<file path="src/rtl/pulse_sched.sv">
`timescale 1ns/1ps
// Purpose: round-robin owner of one shared fixed-length pulse (PULSE_LEN high, GAP_LEN recovery).
// Latency: req sampled in IDLE -> y_out high the next cycle for PULSE_LEN cycles; ack on last pulse cycle.
// Backpressure: none; req is a level held until ack, a started pulse always runs to completion.
//
// Ports:
//   clk, rst      clock (rising edge), asynchronous active-low reset
//   req[N]        per-requester level request
//   gnt[N]        one-hot owner during PULSE, zero otherwise
//   ack[N]        one-cycle strobe to the owner on the last PULSE cycle
//   owner[IDW]    index of current/last owner
//   y_out, busy   shared pulse (PULSE only); busy in PULSE or GAP
//   state[2]      IDLE=00, PULSE=01, GAP=10
//   err           only with PULSE_SCHED_ERR_EN defined: sticky protocol error flag
module pulse_sched #(
  parameter int N         = 4,
  parameter int IDW       = 2,
  parameter int CW        = 4,
  parameter int PULSE_LEN = 3,
  parameter int GAP_LEN   = 2
) (
  input  logic           clk,
  input  logic           rst,
  input  logic [N-1:0]   req,
  output logic [N-1:0]   gnt,
  output logic [N-1:0]   ack,
  output logic [IDW-1:0] owner,
  output logic           y_out,
  output logic           busy,
  output logic [1:0]     state
`ifdef PULSE_SCHED_ERR_EN
  ,
  output logic           err
`endif
);

  typedef enum logic [1:0] {
    S_IDLE  = 2'b00,
    S_PULSE = 2'b01,
    S_GAP   = 2'b10
  } state_t;

  localparam logic [CW-1:0] PULSE_LAST = CW'(PULSE_LEN - 1);
  // With GAP_LEN == 0 the GAP state is never entered; keep the constant in range.
  localparam logic [CW-1:0] GAP_LAST   = (GAP_LEN > 0) ? CW'(GAP_LEN - 1) : '0;

  state_t         state_q, state_d;
  logic [CW-1:0]  cnt_q, cnt_d;
  logic [IDW-1:0] rr_ptr_q, rr_ptr_d;
  logic [IDW-1:0] owner_q, owner_d;
  logic [N-1:0]   gnt_q, gnt_d;

  logic           pick_vld;
  logic [IDW-1:0] pick_idx;
  logic [IDW-1:0] scan_idx;
  int             scan;

  function automatic logic [N-1:0] onehot(input logic [IDW-1:0] idx);
    logic [N-1:0] v;
    v      = '0;
    v[idx] = 1'b1;
    return v;
  endfunction

  // Round-robin pick: scan offsets from high to low so the smallest offset
  // from rr_ptr (the highest-priority candidate) is the last one to win.
  always_comb begin
    pick_vld = 1'b0;
    pick_idx = '0;
    scan     = 0;
    scan_idx = '0;
    for (int i = N - 1; i >= 0; i--) begin
      scan     = (int'(rr_ptr_q) + i) % N;
      scan_idx = IDW'(scan);
      if (req[scan_idx]) begin
        pick_vld = 1'b1;
        pick_idx = scan_idx;
      end
    end
  end

  always_ff @(posedge clk or negedge rst) begin
    if (!rst) begin
      state_q  <= S_IDLE;
      cnt_q    <= '0;
      rr_ptr_q <= '0;
      owner_q  <= '0;
      gnt_q    <= '0;
    end else begin
      state_q  <= state_d;
      cnt_q    <= cnt_d;
      rr_ptr_q <= rr_ptr_d;
      owner_q  <= owner_d;
      gnt_q    <= gnt_d;
    end
  end

  always_comb begin
    state_d  = state_q;
    cnt_d    = cnt_q;
    rr_ptr_d = rr_ptr_q;
    owner_d  = owner_q;
    gnt_d    = gnt_q;
    ack      = '0;
    y_out    = 1'b0;
    busy     = 1'b0;
    case (state_q)
      S_IDLE: begin
        if (pick_vld) begin
          owner_d = pick_idx;
          gnt_d   = onehot(pick_idx);
          cnt_d   = '0;
          state_d = S_PULSE;
        end
      end
      S_PULSE: begin
        y_out = 1'b1;
        busy  = 1'b1;
        if (cnt_q == PULSE_LAST) begin
          ack      = onehot(owner_q);
          rr_ptr_d = (owner_q == IDW'(N - 1)) ? '0 : owner_q + IDW'(1);
          cnt_d    = '0;
          gnt_d    = '0;
          state_d  = (GAP_LEN == 0) ? S_IDLE : S_GAP;
        end else begin
          cnt_d = cnt_q + CW'(1);
        end
      end
      S_GAP: begin
        busy = 1'b1;
        if (cnt_q == GAP_LAST) begin
          cnt_d   = '0;
          state_d = S_IDLE;
        end else begin
          cnt_d = cnt_q + CW'(1);
        end
      end
      default: begin
        // Unused encoding: recover to IDLE with all outputs low.
        cnt_d   = '0;
        gnt_d   = '0;
        state_d = S_IDLE;
      end
    endcase
  end

  assign gnt   = (state_q == S_PULSE) ? gnt_q : '0;
  assign owner = owner_q;
  assign state = state_q;

`ifdef PULSE_SCHED_ERR_EN
  // Sticky: owner withdrew during its pulse, or a grant survived outside PULSE.
  logic err_q;
  logic err_set;

  always_comb begin
    err_set = 1'b0;
    if (state_q == S_PULSE && !req[owner_q]) err_set = 1'b1;
    if (state_q != S_PULSE && gnt_q != '0)   err_set = 1'b1;
  end

  always_ff @(posedge clk or negedge rst) begin
    if (!rst) err_q <= 1'b0;
    else      err_q <= err_q | err_set;
  end

  assign err = err_q;
`endif

endmodule

</file>
<file path="config.mk">
export PLATFORM = sky130hd
export DESIGN_NAME = pulse_sched
export DESIGN_NICKNAME = d
export VERILOG_FILES = /design/src/rtl/pulse_sched.sv
export SDC_FILE = /design/constraint.sdc
export NUM_CORES = 1
export LEC_CHECK = 0
export CAP_MARGIN = 0
export CORE_UTILIZATION = 49
export DETAILED_ROUTE_END_ITERATION = 16
export GPL_TIMING_DRIVEN = 0
export PLACE_DENSITY = 0.83
export SYNTH_ARGS = -nofsm -noshare
export SYNTH_HDL_FRONTEND = slang
export SYNTH_SLANG_ARGS = --single-unit
</file>
<file path="constraint.sdc">
create_clock -name clk -period 1.8 [get_ports clk]
set_input_delay 0.27 -clock clk [delete_from_list [all_inputs] [get_ports clk]]
set_output_delay 0.27 -clock clk [all_outputs]
set_load 0.05 [all_outputs]
</file>
## After elaboration in Yosys (flattened, before gate mapping)

Cells that the tools add are included.

| word-level totals | value |
|---|---|
| flip-flop bits (word level) | 14 |
| input port bits | 6 |
| output and inout port bits | 14 |
| word-level logic and storage cells | 72 |

| operators by class | value |
|---|---|
| add/sub/neg operators | 5 |
| order comparisons | 8 |
| equal/unequal tests | 8 |
| mux-type cells | 37 |
| bitwise gates (word level) | 1 |
| reductions and logical operators | 8 |

Operators by type and width:

| operator | count |
|---|---|
| 4-bit two-way mux | 8 |
| 4-bit one-hot mux with 3 select lines | 2 |
| 2-bit by 3-bit less-than comparator with 1-bit output (second input constant) | 6 |
| 2-bit two-way mux | 8 |
| 1-bit two-way mux | 12 |
| 1-bit binary-select mux with 2-bit select | 4 |
| 2-bit inequality test (second input constant) | 3 |
| 2-bit one-hot mux with 3 select lines | 1 |
| 3-bit AND reduction | 2 |
| 2-bit by 1-bit adder with 2-bit output (second input constant) | 2 |
| 2-bit adder (second input constant) | 2 |
| 4-bit by 1-bit adder with 4-bit output (second input constant) | 1 |
| 1-bit demux with 2-bit select | 2 |
| 2-bit == test (second input constant) | 2 |
| 4-bit by 1-bit == test with 1-bit output (second input constant) | 1 |
| 4-bit by 2-bit == test with 1-bit output (second input constant) | 1 |
| 2-bit by 1-bit >= comparator with 1-bit output (second input constant) | 2 |
| 2-bit AND reduction | 2 |
| 2-bit by 1-bit == test with 1-bit output (second input constant) | 1 |
| 1-bit logical AND | 2 |
| 2-bit logical NOT | 1 |
| 2-bit OR reduction | 1 |
| 1-bit NOT | 1 |

## Logic depth before layout (Yosys ltp)

| logic depth | value |
|---|---|
| depth after elaboration | 13 |
| mapped depth | 6 |
| mapped depth without buffers | 6 |

## Worst setup path after synthesis

Ideal clock, no wire load.

| path | value |
|---|---|
| kind | register to output |
| start | register state_q[0], in the netlist state[0] |
| end | output port ack[0] |
| data arrival time | 2.180 ns |
| data required time | 1.530 ns |
| path slack | -0.650 ns |
| cell stages (with the launch flop) | 5 |
| path buffers | 1 |
| cells stage by stage | dfrtp_1 > ha_1 > and3_1 > clkbuf_1 > and2_1 |

| between the ends | value |
|---|---|
| cells in the longest elaborated chain, start to end | 2 |

Ends and longest elaborated chain:

| what | RTL line | text |
|---|---|---|
| from (decl) | 47 | `state_t state_q, state_d;` |
| from (signal assigned) | 90 | `state_q <= state_d;` |
| 2-bit by 1-bit == test with 1-bit output | 107 | `case (state_q)` |
| 4-bit two-way mux | 107 |  |
| to (decl) | 26 | `output logic [N-1:0] ack,` |

Every way passes these cells.

## Worst setup path after layout

| path | value |
|---|---|
| start | register state_q[1], in the netlist state[1] |
| end | register state_q[1], in the netlist state[1] |

| between the ends | value |
|---|---|
| cells in the longest elaborated chain, start to end | 3 |
| elaborated cells between the ends (all ways) | 8 |
| those cells by class | eq/ne: 5; mux: 1; reduce/logical: 2 |

Ends and longest elaborated chain:

| what | RTL line |
|---|---|
| 2-bit == test (tied with other cells) | 107 |
| 2-bit inequality test (no line) | -- |
| 3-bit AND reduction (no line) | -- |

Parallel ways exist; a longest one is shown, timed or not.
A chain may end at the register's enable or synchronous reset.

==> impl_table.tex <==
\begin{tabular}{lr}
\hline
Metric & Value \\
\hline
\multicolumn{2}{l}{\textbf{Run status}} \\
Run status & complete, no violations \\
\multicolumn{2}{l}{\textbf{Logic synthesis}} \\
Number of unique standard cell types used by synthesis & 31 \\
Cell taking the most area after synthesis & dfrtp\_1 \\
Count of yosys warnings during synthesis & 0 \\
Portion of the post-synthesis area used by sequential elements & 0.367 \\
Top cell type's share of synthesized area & 0.367 \\
Synth top area cells & dfrtp\_1 37\%, ha\_1 13\%, and2\_1 5.2\% \\
Cell count after synthesis & 104 \\
Average cell area after synthesis & 9.18 µm² \\
Flip-flop and latch count after synthesis & 14 \\
Net count after synthesis & 120 \\
Cell area after synthesis & 955 µm² \\
\multicolumn{2}{l}{\textbf{Floorplanning}} \\
Area of the die & 2130 µm² \\
Floorplan core area & 1780 µm² \\
Chip Height & 46.1 µm \\
Starting Density & 0.535 \\
Width of the chip & 46.1 µm \\
Placement Rows & 15 \\
I/O pins & 20 \\
\multicolumn{2}{l}{\textbf{Pwr}} \\
Switch share & 0.505 \\
Total power divided by cell area & 1580 nW/µm² \\
Maximum resistive drop on vdd & 0.848 mV \\
Pleak & 0.600 nW \\
Cell-internal power & 1.02 mW \\
Power share of the sequential group & 0.261 \\
Fraction of power consumed by combinational cells & 0.648 \\
Net switching power & 1.04 mW \\
Portion of total power attributed to the clock network & 0.090 \\
\multicolumn{2}{l}{\textbf{Setup path}} \\
Arr. time, crit path & 1890 ps \\
R2r startpoint & state[1] \\
Kind of critical path & flop to flop \\
Max Fanout on Critical Path & 6 \\
Crit. End Element & flop \\
Kind of start point of the critical path & flop \\
Worst Setup SP & state[1] \\
Reg2reg end & state[1] \\
Critical path required time & 1970 ps \\
Capture point of the worst path & state[1] \\
R2R Setup Slk & 70 ps \\
Depth of the worst register-to-register path & 7 \\
\multicolumn{2}{l}{\textbf{Final layout}} \\
Most frequent cells in the layout & 12 x dfrtp\_1, 9 x inv\_1, 7 x ha\_1 \\
Area added between synthesis and finish & 37.2\% \\
Ant diodes & 0 \\
Most common cell after layout, fill and taps aside & dfrtp\_1 \\
Proportion of layout cells with a drive suffix above 1 & 0.290 \\
Number of nets in the final layout & 148 \\
Area of all placed cells without fillers & 1310 µm² \\
\multicolumn{2}{l}{\textbf{GRT}} \\
Vias in the first global route & 831 \\
Initial antenna violation count & 0 \\
Total track usage & 0.229 \\
Largest net degree at the start of global routing & 15 \\
Total global routing overflow & 0 \\
Wire length of the first global-routing pass & 3420 µm \\
\multicolumn{2}{l}{\textbf{Routing}} \\
Average wire per standard cell & 13.4 µm \\
Post-route ant nets & 0 \\
Number of DRC violations after detailed routing & 0 \\
Vias after detailed routing & 859 \\
First DRT Iteration DRCs & 14 \\
Via-to-Cell Ratio & 5.51 \\
DR pass1 iterations & 4 \\
Post-Route WL & 2100 µm \\
\multicolumn{2}{l}{\textbf{Clocking}} \\
Root Driver & clkbuf\_4 \\
H-tree levels & 1 \\
Worst-Skew Late Latency & 270 ps \\
Number of hold buffers added after cts & 0 \\
CTS max path bufs & 2 \\
TritonCTS clock tree & yes \\
Clock input transition at the sequential cells of the worst setup and hold paths & 90 ps \\
CTS sink count & 14 \\
Number of CTS-inserted buffers & 3 \\
\multicolumn{2}{l}{\textbf{STA}} \\
Final hold viol count & 0 \\
Timing-limited maximum frequency & 579 MHz \\
Relative max-transition margin & 0.565 \\
Minimum period implied by the final worst setup slack & 1730 ps \\
Setup repair after global routing missed its margin & no \\
Final Setup Violations & 0 \\
Largest clock skew in the final design & 10.2 ps \\
Worst hold margin & 388 ps \\
Worst slew pin tran & 651 ps \\
Number of pins with negative max-slew slack in the final report & 0 \\
Final period util & 0.959 \\
\multicolumn{2}{l}{\textbf{Place}} \\
Cell area reported after detailed placement & 1210 µm² \\
Final RePlAce weighted congestion & 0.856 \\
Port Buffers & 19 \\
Sum of net half-perimeters after detailed placement & 1560 µm \\
\multicolumn{2}{l}{\textbf{Min path}} \\
Min-Delay Path Class & input pin to async pin \\
\multicolumn{2}{l}{\textbf{Flow run}} \\
Max Cap Viol & 0 \\
\hline
\end{tabular}
area by class of cell:
cell class              count  area (µm²)
clock buffers               4        26.3
fillers                   129         473
inverters                  10        40.0
multi-input cells          79         617
flip-flops and latches     14         353
well taps                  25        31.3
repair buffers             24         243
registers in the layout, summed over array words and instances, names as in the netlist:
| signal | cells |
|---|---|
| rr_ptr_q | 2 |
| owner | 2 |
| gnt_q | 4 |
| cnt_q | 4 |
| state | 2 |
cell families after synthesis:
group / synth area share
buffers and inverters: 0.0433
DFF: 0.367
muxes: 0.0380
adders and majority gates: 0.131
AOI/OAI and AO/OA: 0.178
and+or+nand+nor: 0.242
power groups by stage:
stage                     Combinational, mW  Clock (mW)  Sequential, mW
after detailed placement               1.31           0           0.552
after floorplan                       0.856           0           0.667
after global placement                 1.26           0           0.545
final                                  1.34       0.187           0.540
after global routing                   1.45       0.214           0.554
after CTS                              1.32       0.189           0.541
through the flow:
stage,setup TNS (ps),util,total power [mW],instances,setup WS [ps]
final,0,0.735,2.07,156,74.2
after global routing,0,0.735,2.22,156,3.89
after CTS,-135,0.724,2.06,154,-36.9
after detailed placement,-2570,0.681,1.87,148,-449
after global placement,-2270,0.681,1.81,148,-433
after floorplan,0,-,1.52,104,5.92
synthesized netlist by cell type (all sizes together):
| library cell | instances |
|---|---|
| dfrtp | 14 |
| ha | 10 |
| inv | 10 |
| and2 | 9 |
| o21ai | 8 |
| nor2 | 7 |
| nand2 | 6 |
| nand2b | 6 |
| a21oi | 5 |
| o31ai | 4 |
| and3 | 3 |
| nand3 | 3 |
| o22ai | 3 |
| a31oi | 2 |
| mux2 | 2 |
| o22a | 2 |
| or3 | 2 |
| a31o | 1 |
| clkbuf | 1 |
| mux2i | 1 |
| nor3 | 1 |
| nor4 | 1 |
| o21a | 1 |
| o2bb2ai | 1 |
| or2 | 1 |
metal layers:
metal | track usage | vias to the layer above | part of all wire
met5 | 0 | - | 0
met4 | 0.0824 | 0 | 0.0091
met2 | 0.414 | 32 | 0.54
met1 | 0.263 | 406 | 0.40
met3 | 0.0471 | 2 | 0.051
li1 | - | 419 | -
how the worst min path moves through the flow:
stage,from,endpoint,cells after the start
2_1_floorplan,rst,cnt_q[0],0
3_3_place_gp,gnt_q[3],gnt_q[3],2
3_5_place_dp,gnt_q[0],gnt_q[0],2
4_1_cts,rst,state[1],1
5_1_grt,rst,cnt_q[3],1
6_report,rst,owner[0],1
critical path: stages (launching register included):
cell and delay [ps]:
dfrtp_2 420, inv_4 50, ha_4 170, buf_2 150, o22ai_1 220, nand3_2 170
nor2_2 130, mux2_4 300
what timing repair did:
| action | in CTS | in global routing |
|---|---|---|
| setup buffers | 2 | 3 |
| gates resized for setup | 55 | 10 |
| pin swaps | 0 | 1 |
| hold endpoints to repair | 0 | 0 |
| gates cloned | 0 | 0 |
| setup endpoints to repair | 12 | 12 |
(Power assumes the default switching activity.)
